File: src/rtl/instr_encoder_if.sv
// Symbolic-instruction input stream and instruction-memory write port of instr_encoder.
// slave is the encoder side; master is the producer/memory side.
interface instr_encoder_if #(
    parameter int ADDR_W = 10
);
    logic              in_valid;
    logic              in_ready;
    logic [4:0]        in_op;
    logic [4:0]        in_rs;
    logic [4:0]        in_rt;
    logic [4:0]        in_rd;
    logic [25:0]       in_imm;
    logic              in_last;
    logic              mem_we;
    logic [ADDR_W-1:0] mem_addr;
    logic [31:0]       mem_wdata;
    logic              mem_ready;

    modport slave (
        input  in_valid, in_op, in_rs, in_rt, in_rd, in_imm, in_last, mem_ready,
        output in_ready, mem_we, mem_addr, mem_wdata
    );

    modport master (
        output in_valid, in_op, in_rs, in_rt, in_rd, in_imm, in_last, mem_ready,
        input  in_ready, mem_we, mem_addr, mem_wdata
    );
endinterface

File: src/rtl/instr_encoder.sv
// Encodes symbolic instructions into MIPS R/I/J words, buffers them in a FIFO and
// writes them sequentially into instruction memory starting at BASE_ADDR.
module instr_encoder #(
    parameter int                ADDR_W     = 10,
    parameter int                FIFO_DEPTH = 4,
    parameter logic [ADDR_W-1:0] BASE_ADDR  = '0
) (
    input  logic            clk,
    input  logic            reset,
    instr_encoder_if.slave  bus,
    output logic            err,
    output logic            done,
    output logic [ADDR_W:0] wr_count
);
    localparam int PTR_W = $clog2(FIFO_DEPTH);

    typedef enum logic {S_RUN, S_DONE} state_e;

    state_e            state_q, state_d;
    logic [32:0]       fifo_q [FIFO_DEPTH];
    logic [32:0]       fifo_d [FIFO_DEPTH];
    logic [PTR_W:0]    wr_ptr_q, wr_ptr_d, rd_ptr_q, rd_ptr_d;
    logic [ADDR_W-1:0] addr_q, addr_d;
    logic [ADDR_W:0]   count_q, count_d;
    logic              err_q, err_d;
    logic              last_acc_q, last_acc_d;
    logic              bad_last_q, bad_last_d;

    logic        fifo_empty, fifo_full;
    logic [32:0] head;
    logic [31:0] enc_word;
    logic        enc_ok;
    logic        in_ready, mem_we, accept, push, pop;

    assign fifo_empty = (wr_ptr_q == rd_ptr_q);
    assign fifo_full  = (wr_ptr_q[PTR_W] != rd_ptr_q[PTR_W]) &&
                        (wr_ptr_q[PTR_W-1:0] == rd_ptr_q[PTR_W-1:0]);
    assign head       = fifo_q[rd_ptr_q[PTR_W-1:0]];
    assign accept     = bus.in_valid && in_ready;
    assign push       = accept && enc_ok;
    assign pop        = mem_we && bus.mem_ready;

    always_comb begin
        enc_word = '0;
        enc_ok   = 1'b1;
        case (bus.in_op)
            5'd0:  enc_word = {6'b000000, bus.in_rs, bus.in_rt, bus.in_rd, 5'b00000, 6'b100000};
            5'd1:  enc_word = {6'b000000, bus.in_rs, bus.in_rt, bus.in_rd, 5'b00000, 6'b100010};
            5'd2:  enc_word = {6'b000000, bus.in_rs, bus.in_rt, bus.in_rd, 5'b00000, 6'b100100};
            5'd3:  enc_word = {6'b000000, bus.in_rs, bus.in_rt, bus.in_rd, 5'b00000, 6'b100101};
            5'd4:  enc_word = {6'b000000, bus.in_rs, bus.in_rt, bus.in_rd, 5'b00000, 6'b101010};
            5'd5:  enc_word = {6'b000000, bus.in_rs, 15'd0, 6'b001000};
            5'd6:  enc_word = 32'h0000000C;
            5'd7:  enc_word = {6'b001000, bus.in_rs, bus.in_rt, bus.in_imm[15:0]};
            5'd8:  enc_word = {6'b001001, bus.in_rs, bus.in_rt, bus.in_imm[15:0]};
            5'd9:  enc_word = {6'b001011, bus.in_rs, bus.in_rt, bus.in_imm[15:0]};
            5'd10: enc_word = {6'b001101, bus.in_rs, bus.in_rt, bus.in_imm[15:0]};
            5'd11: enc_word = {6'b001111, 5'd0,      bus.in_rt, bus.in_imm[15:0]};
            5'd12: enc_word = {6'b100011, bus.in_rs, bus.in_rt, bus.in_imm[15:0]};
            5'd13: enc_word = {6'b101011, bus.in_rs, bus.in_rt, bus.in_imm[15:0]};
            5'd14: enc_word = {6'b000100, bus.in_rs, bus.in_rt, bus.in_imm[15:0]};
            5'd15: enc_word = {6'b000101, bus.in_rs, bus.in_rt, bus.in_imm[15:0]};
            5'd16: enc_word = {6'b000010, bus.in_imm};
            5'd17: enc_word = {6'b000011, bus.in_imm};
            default: enc_ok = 1'b0;
        endcase
    end

    always_ff @(posedge clk) begin
        if (reset) begin
            state_q <= S_RUN;
        end else begin
            state_q <= state_d;
        end
    end

    // An unsupported op carrying in_last finishes once earlier words have drained.
    always_comb begin
        state_d = state_q;
        case (state_q)
            S_RUN:  if ((pop && head[32]) || (bad_last_q && fifo_empty)) state_d = S_DONE;
            S_DONE: state_d = S_DONE;
            default: state_d = S_RUN;
        endcase
    end

    always_comb begin
        in_ready = (state_q == S_RUN) && !fifo_full && !last_acc_q;
        mem_we   = (state_q == S_RUN) && !fifo_empty;
        done     = (state_q == S_DONE);
    end

    always_comb begin
        fifo_d     = fifo_q;
        wr_ptr_d   = wr_ptr_q;
        rd_ptr_d   = rd_ptr_q;
        addr_d     = addr_q;
        count_d    = count_q;
        err_d      = err_q;
        last_acc_d = last_acc_q;
        bad_last_d = bad_last_q;
        if (push) begin
            fifo_d[wr_ptr_q[PTR_W-1:0]] = {bus.in_last, enc_word};
            wr_ptr_d = wr_ptr_q + 1'b1;
        end
        if (pop) begin
            rd_ptr_d = rd_ptr_q + 1'b1;
            addr_d   = addr_q + 1'b1;
            if (count_q != '1) count_d = count_q + 1'b1;
        end
        if (accept && bus.in_last) last_acc_d = 1'b1;
        if (accept && !enc_ok) begin
            err_d = 1'b1;
            if (bus.in_last) bad_last_d = 1'b1;
        end
    end

    always_ff @(posedge clk) begin
        fifo_q <= fifo_d;
    end

    always_ff @(posedge clk) begin
        if (reset) begin
            wr_ptr_q   <= '0;
            rd_ptr_q   <= '0;
            addr_q     <= BASE_ADDR;
            count_q    <= '0;
            err_q      <= 1'b0;
            last_acc_q <= 1'b0;
            bad_last_q <= 1'b0;
        end else begin
            wr_ptr_q   <= wr_ptr_d;
            rd_ptr_q   <= rd_ptr_d;
            addr_q     <= addr_d;
            count_q    <= count_d;
            err_q      <= err_d;
            last_acc_q <= last_acc_d;
            bad_last_q <= bad_last_d;
        end
    end

    assign bus.in_ready  = in_ready;
    assign bus.mem_we    = mem_we;
    assign bus.mem_addr  = addr_q;
    assign bus.mem_wdata = fifo_empty ? '0 : head[31:0];
    assign err           = err_q;
    assign wr_count      = count_q;
endmodule
File: src/flat_wrapper.sv
// flat-port wrapper written by rule: the top's interface ports become plain ports
module instr_encoder_flat 
#(
    parameter int                ADDR_W     = 10,
    parameter int                FIFO_DEPTH = 4,
    parameter logic [ADDR_W-1:0] BASE_ADDR  = '0
)
  (clk, reset, err, done, wr_count, bus_in_valid, bus_in_op, bus_in_rs, bus_in_rt, bus_in_rd, bus_in_imm, bus_in_last, bus_mem_ready, bus_in_ready, bus_mem_we, bus_mem_addr, bus_mem_wdata);
  instr_encoder_if #(.ADDR_W(ADDR_W)) bus_i ();
  input  logic clk;
  input  logic reset;
  output logic err;
  output logic done;
  output logic [ADDR_W:0] wr_count;
  input wire logic [$bits(bus_i.in_valid)-1:0] bus_in_valid;
  input wire logic [$bits(bus_i.in_op)-1:0] bus_in_op;
  input wire logic [$bits(bus_i.in_rs)-1:0] bus_in_rs;
  input wire logic [$bits(bus_i.in_rt)-1:0] bus_in_rt;
  input wire logic [$bits(bus_i.in_rd)-1:0] bus_in_rd;
  input wire logic [$bits(bus_i.in_imm)-1:0] bus_in_imm;
  input wire logic [$bits(bus_i.in_last)-1:0] bus_in_last;
  input wire logic [$bits(bus_i.mem_ready)-1:0] bus_mem_ready;
  output wire logic [$bits(bus_i.in_ready)-1:0] bus_in_ready;
  output wire logic [$bits(bus_i.mem_we)-1:0] bus_mem_we;
  output wire logic [$bits(bus_i.mem_addr)-1:0] bus_mem_addr;
  output wire logic [$bits(bus_i.mem_wdata)-1:0] bus_mem_wdata;
  assign bus_i.in_valid = bus_in_valid;
  assign bus_i.in_op = bus_in_op;
  assign bus_i.in_rs = bus_in_rs;
  assign bus_i.in_rt = bus_in_rt;
  assign bus_i.in_rd = bus_in_rd;
  assign bus_i.in_imm = bus_in_imm;
  assign bus_i.in_last = bus_in_last;
  assign bus_i.mem_ready = bus_mem_ready;
  assign bus_in_ready = bus_i.in_ready;
  assign bus_mem_we = bus_i.mem_we;
  assign bus_mem_addr = bus_i.mem_addr;
  assign bus_mem_wdata = bus_i.mem_wdata;
  instr_encoder #(.ADDR_W(ADDR_W), .FIFO_DEPTH(FIFO_DEPTH), .BASE_ADDR(BASE_ADDR)) u_core (.clk(clk), .reset(reset), .bus(bus_i), .err(err), .done(done), .wr_count(wr_count));
endmodule
File: config.mk
export PLATFORM = sky130hd
export DESIGN_NAME = instr_encoder_flat
export DESIGN_NICKNAME = d
export VERILOG_FILES = /design/src/rtl/instr_encoder_if.sv /design/src/rtl/instr_encoder.sv /design/src/flat_wrapper.sv
export SDC_FILE = /design/constraint.sdc
export NUM_CORES = 1
export LEC_CHECK = 0
export BUFFER_PORTS_ARGS = -buffer_cell sky130_fd_sc_hd__buf_2
export CORE_ASPECT_RATIO = 0.7
export CORE_MARGIN = 4
export CORE_UTILIZATION = 60
export DETAILED_ROUTE_END_ITERATION = 8
export HOLD_SLACK_MARGIN = 0.02
export PLACE_DENSITY = 0.84
export SLEW_MARGIN = 25
export SYNTH_ARGS = -nofsm -noshare
export SYNTH_HDL_FRONTEND = slang
export SYNTH_SLANG_ARGS = --single-unit
export TNS_END_PERCENT = 5
File: constraint.sdc
create_clock -name clk -period 8.6 [get_ports clk]
set_clock_uncertainty 0.15 [all_clocks]
set_input_delay 1.29 -clock clk [delete_from_list [all_inputs] [get_ports clk]]
set_output_delay 1.29 -clock clk [all_outputs]
set_load 0.005 [all_outputs]
* Word-level counts from Yosys, hierarchy flattened
Index checks and enable logic that the tools add are counted.
Word-level totals: register bits 163, bits in latches 0, RAM bits 0, memory bits (read-only) 0, input port bits 51, output and inout bits 57, logic and storage cells 75, memories kept 0
Operators by class: add/subtract/negate cells 4, multipliers 0, divide/modulo/power cells 0, magnitude comparators 3, eq/ne operators 21, shift-type cells 0, muxes and demuxes 11, bitwise gates (word level) 3, reductions and logical operators 21
Operators with widths (count):
- $pmux W32 S18 | 1
- $bwmux W132 | 1
- $mux W33 | 3
- $bmux W33 S2 | 1
- $demux W33 S2 | 1
- $eq A5 B4 Y1 const B | 8
- $mux W32 | 1
- $eq A5 B3 Y1 const B | 4
- $reduce_or A18 Y1 | 1
- $logic_and A1 B1 Y1 | 12
- $add A11 B1 Y11 const B | 1
- $ne A11 B11 Y1 const B | 1
- $add A10 B1 Y10 const B | 1
- $eq A5 B2 Y1 const B | 2
- $eq A5 B5 Y1 const B | 2
- $add A3 B1 Y3 const B | 2
- $ge A3 B3 Y1 const B | 2
- $not A2 Y3 | 2
- $eq A5 B1 Y1 const B | 1
- $logic_not A5 Y1 | 1
- $logic_not A1 Y1 | 4
- $reduce_and A2 Y1 | 2
- $eq A3 B3 Y1 | 1
- $lt A3 B1 Y1 const B | 1
- 6 further kinds | 7

* Longest topological paths before layout
depth in word-level cells 8, mapped depth 7

* Worst setup path before layout
OpenSTA, ideal clock, no wires.
kind input to register, from in bus_in_valid, to reg u_core.fifo_q[0] (netlist bit) (enable), library setup time 421 ps, arrival 3401 ps, slack 4628 ps, stages on the path 3, buffers on the path 0, path through or3b_1 > a311o_1 > nor2_1
On the way: longest elaborated chain between the ends 2
RTL lines:
- from (decl) | RTL line flat_wrapper.sv:15 | input wire logic [$bits(bus_i.in_valid)-1:0] bus_in_valid;
- $logic_and A1 B1 Y1 | RTL line instr_encoder.sv:39 | assign accept = bus.in_valid && in_ready;
- $logic_and A1 B1 Y1 | RTL line instr_encoder.sv:40 | assign push = accept && enc_ok;
- to (signal assigned) | RTL line instr_encoder.sv:119 | fifo_q <= fifo_d;
- to (decl) | RTL line instr_encoder.sv:20 | logic [32:0] fifo_q [FIFO_DEPTH];
Every way passes these cells. A chain may end at the register's enable or synchronous reset.

* Worst setup path in the final report
from reg u_core.rd_ptr_q[1], to out bus_mem_wdata[23]
On the way: longest elaborated chain between the ends 5
RTL lines:
- from (decl) | RTL line instr_encoder.sv:22 | logic [PTR_W:0] wr_ptr_q, wr_ptr_d, rd_ptr_q, rd_ptr_d;
- from (signal assigned) | RTL line instr_encoder.sv:133 | rd_ptr_q <= rd_ptr_d;
- $not A2 Y3 (implied by the code) | RTL line instr_encoder.sv:38 | assign head = fifo_q[rd_ptr_q[PTR_W-1:0]];
- $bmux W33 S2 | RTL line instr_encoder.sv:38
- $mux W33 (implied by the code) (2 in series) | RTL line instr_encoder.sv:38
- $mux W32 (*) | RTL line instr_encoder.sv:145 | assign bus.mem_wdata = fifo_empty ? '0 : head[31:0];
- to (decl) | RTL line flat_wrapper.sv:26 | output wire logic [$bits(bus_i.mem_wdata)-1:0] bus_mem_wdata;
Mark *: on every way between the ends. The rest lies on a longest branch, timed or not. The select of a mux whose other input is x is not followed.

==> results.py <==
metrics = {
    "yosys": {
        "syn-num-nets": 534,
        "synthTopCellsByCount": "edfxtp_1, nor2b_1, mux4_2",
        "synth_seq_area_share_pct": 64.1,
        "synth_top_area_share_pct": 55.2,
        "yosys_warnings": 0,
        "avgSynthCellArea_sq_um": 14.6,
        "netlist_area_sq_mm": 0.00696,
        "synth_edf_count": 128,
        "yosysUniqueCellTypes": 54,
        "ys_top_cells_by_area": "edfxtp_1, mux4_2, dfxtp_1, nor2b_1, a21oi_1",
        "async_reset_ff_share_pct": 0,
        "synthCells": 476,
        "ys_seq_elements": 159,
        "synthFlopType": "edfxtp_1",
        "synth.most_common_cell": "edfxtp_1",
        "synth_top_area_cell": "edfxtp_1",
    },
    "timing": {
        "drv_slew": 0,
        "fin_crit_sh_pct": 48.8,
        "worst_pin_slew_ns": 1.03,
        "fin_hold_ws_ns": 0.341,
        "setup_viol": 0,
        "hold_viol": 0,
        "min_period_ns": 4.20,
        "timing.fmax_mhz": 238,
        "timing.final.ws_setup_ns": 4.40,
        "tns_ns": 0,
        "rsz0062_at_grt": "false",
        "max_slew_margin_pct": 30.5,
    },
    "floorplan": {
        "io_pins": 108,
        "fp.dieH_um": 98.1,
        "rows": 32,
        "die_x_um": 137,
        "initial_utilization_pct": 62.3,
        "core-area_sq_mm": 0.0112,
        "dieArea_sq_mm": 0.0134,
    },
    "placed_design": {
        "place_hpwl_mm": 9.75,
        "post_dp_cell_area_sq_mm": 0.00761,
        "placedCellCount": 714,
        "routabilityCongestion": 0.800,
        "dp_slack_ns": 4.68,
        "portBuffers": 106,
    },
    "cts": {
        "cts-resized-gates": 0,
        "clk_pin_slew_ns": 0.06,
        "hold_buffers": 0,
        "htree_levels": 4,
        "clock_latency_ns": 0.43,
        "clk_path_buf_depth": 2,
        "cts-root-buf": "clkbuf_16",
        "post_cts_buffers": 0,
        "cts_buffers": 17,
        "clock_sinks": 159,
        "cts_tree": "yes",
    },
    "setup_path": {
        "slowest_stage": "dfxtp_2",
        "r2r_slack_ns": 5.31,
        "arrival_ns": 2.76,
        "crit_type": "reg2out",
        "slowest_delay_ns": 0.98,
        "critical_path_peak_fanout": 36,
        "end_kind": "primary output",
        "crit_chain": "xor2_1 > nor3_2 > buf_4 > nor2b_1 > buf_2",
        "critPathLaunchType": "flop",
        "required_ns": 7.16,
    },
    "global_routing": {
        "grt_max_degree": 38,
        "antenna_found_initial": 0,
        "grt_usage_pct": 24.7,
        "grt_pass1_vias": 4590,
        "gr-total-overflow": 0,
        "grt_pass1_wl_mm": 24.7,
    },
    "flow_run": {
        "cap_violations": 0,
    },
    "routing": {
        "wire_per_inst_um": 21.0,
        "drt-total-wl_mm": 15.7,
        "initialDrtViolationCount": 451,
        "viasPerCell": 6.24,
        "first_pass_iters": 5,
        "drtAntennaViolNets": 0,
        "drc": 0,
        "via_count": 4660,
    },
    "finish": {
        "final_core_util_pct": 74.4,
        "stdcell_area_sq_mm": 0.00831,
        "drive_gt1_share_pct": 31.1,
        "synthToLayoutAreaGrowth_pct": 19.4,
        "diodes": 0,
        "fin_nets": 639,
        "num-fill-cells": 655,
        "register_area_sq_mm": 0.00447,
        "stdcell_count": 747,
        "multiInputGateArea_sq_mm": 0.00233,
    },
    "pwr": {
        "p_leak_nw": 3.03,
        "power.density_mw_per_mm2": 241,
        "peakVddDrop_v": 0.000227,
        "p_total_mw": 2.01,
    },
    "status": {
        "status": "finished, final reports clean",
    },
    "worst_hold_path": {
        "hp-class": "reg2reg",
    },
}
## where the power goes
| group | leakage [nW] | internal [mW] | switching [mW] |
|---|---|---|---|
| clock | 0.326 | 0.568 | 0.288 |
| combinational | 1.26 | 0.124 | 0.141 |
| sequential | 1.43 | 0.862 | 0.0235 |
| total | 3.03 | 1.55 | 0.453 |
## critical path, delay by kind of cell, from the launching register on
family | cells | cell delay, ns
buffers and inverters | 2 | 0.56
flip-flops | 1 | 0.98
XOR/XNOR | 1 | 0.35
AND/OR/NAND/NOR | 2 | 0.43
## cell families after synthesis
| family | after synthesis | synth area share, % |
|---|---|---|
| DFF | 159 | 64.1 |
| and+or+nand+nor | 138 | 11.3 |
| AOI/OAI and AO/OA | 83 | 8.14 |
| buffers and inverters | 41 | 2.62 |
| muxes | 38 | 11.3 |
| xor gates and xnor gates | 9 | 1.24 |
| adders and majority gates | 7 | 1.26 |
| other | 1 | 0.0539 |
## routing by layer
metal | vias to the layer above | track usage [%] | wire length [um]
li1 | 2063 | - | -
met1 | 2309 | 33.7 | 6360
met2 | 261 | 38.8 | 7790
met3 | 27 | 7.57 | 1240
met4 | 0 | 7.51 | 270
met5 | - | 0 | 0
## final cells by class
| class | count | share of cell area (%) |
|---|---|---|
| Clock buffer | 18 | 5.16 |
| Clock inverter | 14 | 2.93 |
| Inverter | 14 | 0.632 |
| Multi-Input combinational cell | 276 | 28.0 |
| Sequential cell | 159 | 53.7 |
| Tap cell | 153 | 2.30 |
| Timing Repair Buffer | 113 | 7.25 |
## state kept, by name (all words and copies together), names as in the netlist
register / count
u_core.last_acc_q: 1
u_core.wr_count: 11
u_core.rd_ptr_q: 3
u_core.done: 1
u_core.wr_ptr_q: 3
u_core.bus.mem_addr: 10
u_core.err: 1
u_core.fifo_q: 128
u_core.bad_last_q: 1
## cells in the final DEF, fill, tap and decap left out, drive strengths merged, types with 4 or more instances in the layout
master / n
edfxtp: 128
buf: 113
nor2b: 38
mux4: 32
dfxtp: 31
a21oi: 30
nand2: 21
nor2: 21
clkbuf: 18
inv: 13
nand3: 13
or4: 12
o31ai: 11
o21ai: 9
and2: 9
ha: 7
bufinv: 7
xor2: 7
clkinv: 7
a22oi: 6
or3: 6
a22o: 5
nor3b: 4
## final timing paths
check,start,cells after the start,to
worst max register to register,u_core.rd_ptr_q[1],4,u_core.fifo_q[109]
worst min-delay path,u_core.bad_last_q,2,u_core.bad_last_q
worst min register to register,u_core.bad_last_q,2,u_core.bad_last_q
worst max-delay path,u_core.rd_ptr_q[1],5,bus_mem_wdata[23]
(Power assumes the default switching activity.)
